File: src/rtl/uc_pkg.sv
// Shared definitions for the uc_seq sequencing control unit: FSM state
// encoding, opcode class constants and the raw control bundle.
package uc_pkg;

  typedef enum logic [1:0] {
    ST_BOOT = 2'b00,
    ST_RUN  = 2'b01,
    ST_HALT = 2'b10,
    ST_STEP = 2'b11
  } state_e;

  // Opcode[5:2] classes; 0xxx is the ALU group and is matched on bit 5 alone.
  localparam logic [3:0] OP_LI   = 4'b1000;
  localparam logic [3:0] OP_J    = 4'b1001;
  localparam logic [3:0] OP_JZ   = 4'b1010;
  localparam logic [3:0] OP_JNZ  = 4'b1011;
  localparam logic [3:0] OP_NOP  = 4'b1101;
  localparam logic [3:0] OP_RSV  = 4'b1110;
  localparam logic [3:0] OP_HALT = 4'b1111;

  typedef struct packed {
    logic       s_inc;
    logic       s_inm;
    logic       we3;
    logic       wez;
    logic [2:0] op;
  } ctrl_t;

endpackage

File: src/rtl/uc_decode.sv
// Combinational instruction decode: maps (Opcode, z) to ungated datapath
// controls plus flags for the HALT and reserved opcodes.
module uc_decode
  import uc_pkg::*;
(
  input  logic [5:0] opcode,
  input  logic       z,
  output ctrl_t      ctrl,
  output logic       is_halt,
  output logic       is_rsv
);

  always_comb begin
    ctrl    = '{s_inc: 1'b1, s_inm: 1'b0, we3: 1'b0, wez: 1'b0, op: 3'b000};
    is_halt = 1'b0;
    is_rsv  = 1'b0;
    if (!opcode[5]) begin
      ctrl.op  = opcode[4:2];
      ctrl.we3 = 1'b1;
      ctrl.wez = 1'b1;
    end else begin
      case (opcode[5:2])
        OP_LI: begin
          ctrl.s_inm = 1'b1;
          ctrl.we3   = 1'b1;
        end
        OP_J:    ctrl.s_inc = 1'b0;
        OP_JZ:   ctrl.s_inc = ~z;
        OP_JNZ:  ctrl.s_inc = z;
        OP_RSV:  is_rsv  = 1'b1;
        OP_HALT: is_halt = 1'b1;
        default: ;  // NOP and unassigned classes fall through as no-ops
      endcase
    end
  end

endmodule

File: src/rtl/uc_seq.sv
// Sequencing control unit: boot cycle, run/halt/step debug FSM, write gating,
// sticky illegal-opcode flag and retired-instruction counter.
module uc_seq
  import uc_pkg::*;
#(
  parameter int RW           = 16,
  parameter bit START_HALTED = 1'b0
) (
  input  logic          clk,
  input  logic          reset,
  input  logic [5:0]    Opcode,
  input  logic          z,
  input  logic          run_req,
  input  logic          halt_req,
  input  logic          step_req,
  output logic          s_inc,
  output logic          s_inm,
  output logic          we3,
  output logic          wez,
  output logic [2:0]    Op,
  output logic          ce,
  output logic          halted,
  output logic          illegal,
  output logic [RW-1:0] retired
);

  state_e        state_q, state_d;
  logic          resume_skip_q, resume_skip_d;
  logic          illegal_q, illegal_d;
  logic [RW-1:0] retired_q, retired_d;

  ctrl_t dec;
  logic  is_halt, is_rsv;
  logic  ce_int, active;

  uc_decode u_decode (
    .opcode  (Opcode),
    .z       (z),
    .ctrl    (dec),
    .is_halt (is_halt),
    .is_rsv  (is_rsv)
  );

  always_comb begin
    state_d = state_q;
    ce_int  = 1'b0;
    case (state_q)
      ST_BOOT: state_d = START_HALTED ? ST_HALT : ST_RUN;
      ST_RUN: begin
        // A HALT opcode stops before retiring unless we just resumed past it.
        if (is_halt && !resume_skip_q) begin
          state_d = ST_HALT;
        end else begin
          ce_int = 1'b1;
          if (halt_req) state_d = ST_HALT;
        end
      end
      ST_HALT: begin
        if (halt_req)      state_d = ST_HALT;
        else if (step_req) state_d = ST_STEP;
        else if (run_req)  state_d = ST_RUN;
      end
      ST_STEP: begin
        ce_int  = 1'b1;
        state_d = ST_HALT;
      end
      default: state_d = ST_BOOT;
    endcase

    resume_skip_d = resume_skip_q;
    if (ce_int)                                         resume_skip_d = 1'b0;
    else if (state_q == ST_HALT && state_d != ST_HALT)  resume_skip_d = 1'b1;

    illegal_d = illegal_q | (ce_int & is_rsv);
    retired_d = retired_q + {{(RW-1){1'b0}}, ce_int};
  end

  always_ff @(posedge clk or negedge reset) begin
    if (!reset) begin
      state_q       <= ST_BOOT;
      resume_skip_q <= 1'b0;
      illegal_q     <= 1'b0;
      retired_q     <= '0;
    end else begin
      state_q       <= state_d;
      resume_skip_q <= resume_skip_d;
      illegal_q     <= illegal_d;
      retired_q     <= retired_d;
    end
  end

  // Decoded selects only drive the datapath in executing states.
  assign active  = (state_q == ST_RUN) || (state_q == ST_STEP);
  assign s_inc   = active ? dec.s_inc : 1'b1;
  assign s_inm   = active ? dec.s_inm : 1'b0;
  assign Op      = active ? dec.op    : 3'b000;
  assign we3     = dec.we3 & ce_int;
  assign wez     = dec.wez & ce_int;
  assign ce      = ce_int;
  assign halted  = (state_q == ST_HALT);
  assign illegal = illegal_q;
  assign retired = retired_q;

endmodule

File: config.mk
export PLATFORM = sky130hd
export DESIGN_NAME = uc_seq
export DESIGN_NICKNAME = d
export VERILOG_FILES = /design/src/rtl/uc_pkg.sv /design/src/rtl/uc_decode.sv /design/src/rtl/uc_seq.sv
export SDC_FILE = /design/constraint.sdc
export NUM_CORES = 1
export LEC_CHECK = 0
export BUFFER_PORTS_ARGS = -buffer_cell sky130_fd_sc_hd__buf_2
export CAP_MARGIN = 25
export CORE_MARGIN = 1.5
export CORE_UTILIZATION = 44
export DETAILED_ROUTE_END_ITERATION = 8
export HOLD_SLACK_MARGIN = 0.08
export PLACE_DENSITY = 0.75
export SLEW_MARGIN = 20
export SYNTH_ARGS = -nofsm -noshare
export SYNTH_HDL_FRONTEND = slang
export SYNTH_SLANG_ARGS = --single-unit
export TNS_END_PERCENT = 1
File: constraint.sdc
create_clock -name clk -period 2.45 [get_ports clk]
set_clock_uncertainty 0.05 [all_clocks]
set_input_delay 0.735 -clock clk [delete_from_list [all_inputs] [get_ports clk]]
set_output_delay 0.735 -clock clk [all_outputs]
set_load 0.02 [all_outputs]
==> impl_metrics.env <==
export IMPL_die_height_um=50.6
export IMPL_synth_top_area_cell="dfrtp_1"
export IMPL_grt_first_pass_wirelength_mm=3.24
export IMPL_grt_pass1_vias=735
export IMPL_synthMostInstantiatedCell="dfrtp_1"
export IMPL_grt_max_degree=21
export IMPL_drive_gt1_share_pct=39.4
export IMPL_ys_flop_type="dfrtp_1"
export IMPL_cts_sinks=20
export IMPL_period_share_pct=95.5
export IMPL_tightest_slew_ps=455
export IMPL_async_flop_share_pct=100
export IMPL_post_place_ws_ps=9.11
export IMPL_synth_area_top_cells="dfrtp_1 50%, xor2_1 9.7%, nor4_2 5.0%"
export IMPL_syn_avg_cell_area_um2=11.3
export IMPL_drt_iter0_markers=10
export IMPL_setup_ws_ps=109
export IMPL_ys_seq_area_share_pct=50.2
export IMPL_grt_antenna_before_repair=0
export IMPL_vdd_ir_drop_max_mv=0.714
export IMPL_post_drt_wl_per_cell_um=12.8
export IMPL_dieArea_mm2=0.00256
export IMPL_place_gp_congestion=0.779
export IMPL_area_delta_synth_final_pct=24.7
export IMPL_root_buffer="clkbuf_4"
export IMPL_crit_type="input pin to output pin"
export IMPL_setup_viol=0
export IMPL_start_kind="input pin"
export IMPL_total_leakage_power_nw=0.641
export IMPL_cts_htree_levels=1
export IMPL_start_util_pct=46.0
export IMPL_drv_cap=0
export IMPL_worstPathCellList="buf_2 > nand2_1 > xor2_1 > or3_1 > buf_2"
export IMPL_ys_top_cells_by_count="20 x dfrtp_1, 11 x xor2_1, 7 x nor2_1, 6 x nand2_1"
export IMPL_first_pass_iters=4
export IMPL_cp_data_arrival_time_ps=1560
export IMPL_synth_top_area_share_pct=50.2
export IMPL_postCtsHoldBufs=0
export IMPL_min_path_type="input pin to async pin"
export IMPL_syn_nets=103
export IMPL_num_rows=17
export IMPL_required_ps=1660
export IMPL_wl_mm=1.98
export IMPL_cpMaxStageDelayCell="or3_1"
export IMPL_fp_dieW_um=50.6
export IMPL_postCtsSetupRepairBufs=0
export IMPL_post_cts_resized=0
export IMPL_viasPerCell=5.30
export IMPL_critPathMaxFanout=5
export IMPL_clk_pin_slew_ps=100
export IMPL_p_total_mw=1.13
export IMPL_p_per_area_mw_per_mm2=905
export IMPL_pin_count=38
export IMPL_timing_hold_violations_final=0
export IMPL_nets=144
export IMPL_core_mm2=0.00217
export IMPL_track_usage_pct=17.0
export IMPL_rr_worst_depth=6
export IMPL_synth_cells=88
export IMPL_synth_area_um2=997
export IMPL_fmax_mhz=427
export IMPL_cts_tree="yes"
export IMPL_cts_buffer_depth=2
export IMPL_cts_buffers_inserted=3
export IMPL_timing_critical_path_mode_cell="buf_2"
export IMPL_grt_remaining_overflow=0
export IMPL_post_dp_hpwl_mm=1.50
export IMPL_ys_warn_count=0
export IMPL_vias=821
export IMPL_drtAntennaViolNets=0
export IMPL_slowest_delay_ps=330
export IMPL_clk_latency_ps=290
export IMPL_ys_ff_latch=20
export IMPL_status="completed"
export IMPL_critPathCaptureType="output pin"
export IMPL_finalSetupTns_ps=0
export IMPL_synth_edf_count=0
export IMPL_layout_min_cycle_time_ps=2340
export IMPL_io_buffers=35
export IMPL_drc_errors=0
export IMPL_antenna_cells=0
export IMPL_grt_setup_unrepaired="false"
export IMPL_slew_limit_headroom_pct=69.7
export IMPL_synth_cell_types=26
export IMPL_slew_violations=0
metrics by stage:
step / hold WS (ps) / instance area, µm² / instances / utilization (%)
after detailed placement: 408 / 1220 / 152 / 56.3
after CTS: 326 / 1240 / 155 / 57.3
after floorplan: 389 / 1000 / 88 / -
after global placement: 401 / 1220 / 152 / 56.3
after global routing: 329 / 1240 / 155 / 57.3
final: 324 / 1240 / 155 / 57.3
registers in the layout (all words and copies together), names as in the netlist:
| signal | flops |
|---|---|
| illegal | 1 |
| state_q | 2 |
| retired | 16 |
| resume_skip_q | 1 |
critical path: cells and delay by family:
kind / cells / cell delay (ps)
AND/OR/NAND/NOR: 2 / 400
buffers and inverters: 2 / 290
XOR/XNOR: 1 / 130
kinds of logic after synthesis:
kind of cell               share of synthesized area [%]
buffers and inverters                               1.51
DFF                                                 50.2
adders and majority gates                           3.76
AOI/OAI and AO/OA                                   4.64
and+or+nand+nor                                     26.7
xor gates and xnor gates                            13.2
cell type report:
cell class	instances	area, µm²
Clock buffer	3	22.5
Multi-Input combinational cell	64	488
Sequential cell	20	500
Fill cell	210	926
Inverter	4	15.0
Timing Repair Buffer	36	183
Tap cell	28	35.0
path summary, 6_finish.rpt:
| kind | endpoint | startpoint | slack, ps |
|---|---|---|---|
| worst max-delay path | s_inc | Opcode[3] | 110 |
| worst min-delay path | retired[15]$_DFF_PN0_ | reset | 320 |
| worst max register to register | retired[10]$_DFF_PN0_ | state_q[0]$_DFF_PN0_ | 510 |
| worst min register to register | illegal$_DFF_PN0_ | illegal$_DFF_PN0_ | 430 |
| max in group asynchronous | retired[5]$_DFF_PN0_ | reset | 1710 |
| min in group clk | illegal$_DFF_PN0_ | illegal$_DFF_PN0_ | 430 |
power breakdown:
part	leakage [nW]	internal, mW	switching [mW]
registers	0.248	0.420	0.117
clock network	0.0138	0.0572	0.0913
logic	0.380	0.173	0.268
total	0.641	0.650	0.476
layout by cell type, fill, tap and decap left out, drive strengths merged:
cell type and n:
nor2 7, nand3 5, dfrtp 20, and2 3
a31oi 1, or3 1, nand3b 1, o21ai 1
nand4 4, nor3 4, inv 4, a31o 1
clkbuf 3, or2 2, xnor2 4, o31a 1
xor2 11, o211a 1, ha 3, nand2 6
buf 36, nor2b 2, o211ai 1, nor4 5
layer usage:
layer	global-route usage (%)	part of all wire [%]	up-vias
met5	0	0	-
met4	8.11	1.3	0
met3	3.27	4.5	4
met2	29.2	52	26
met1	20.5	42	407
li1	-	-	384
Power figures use the tool's default switching activity.
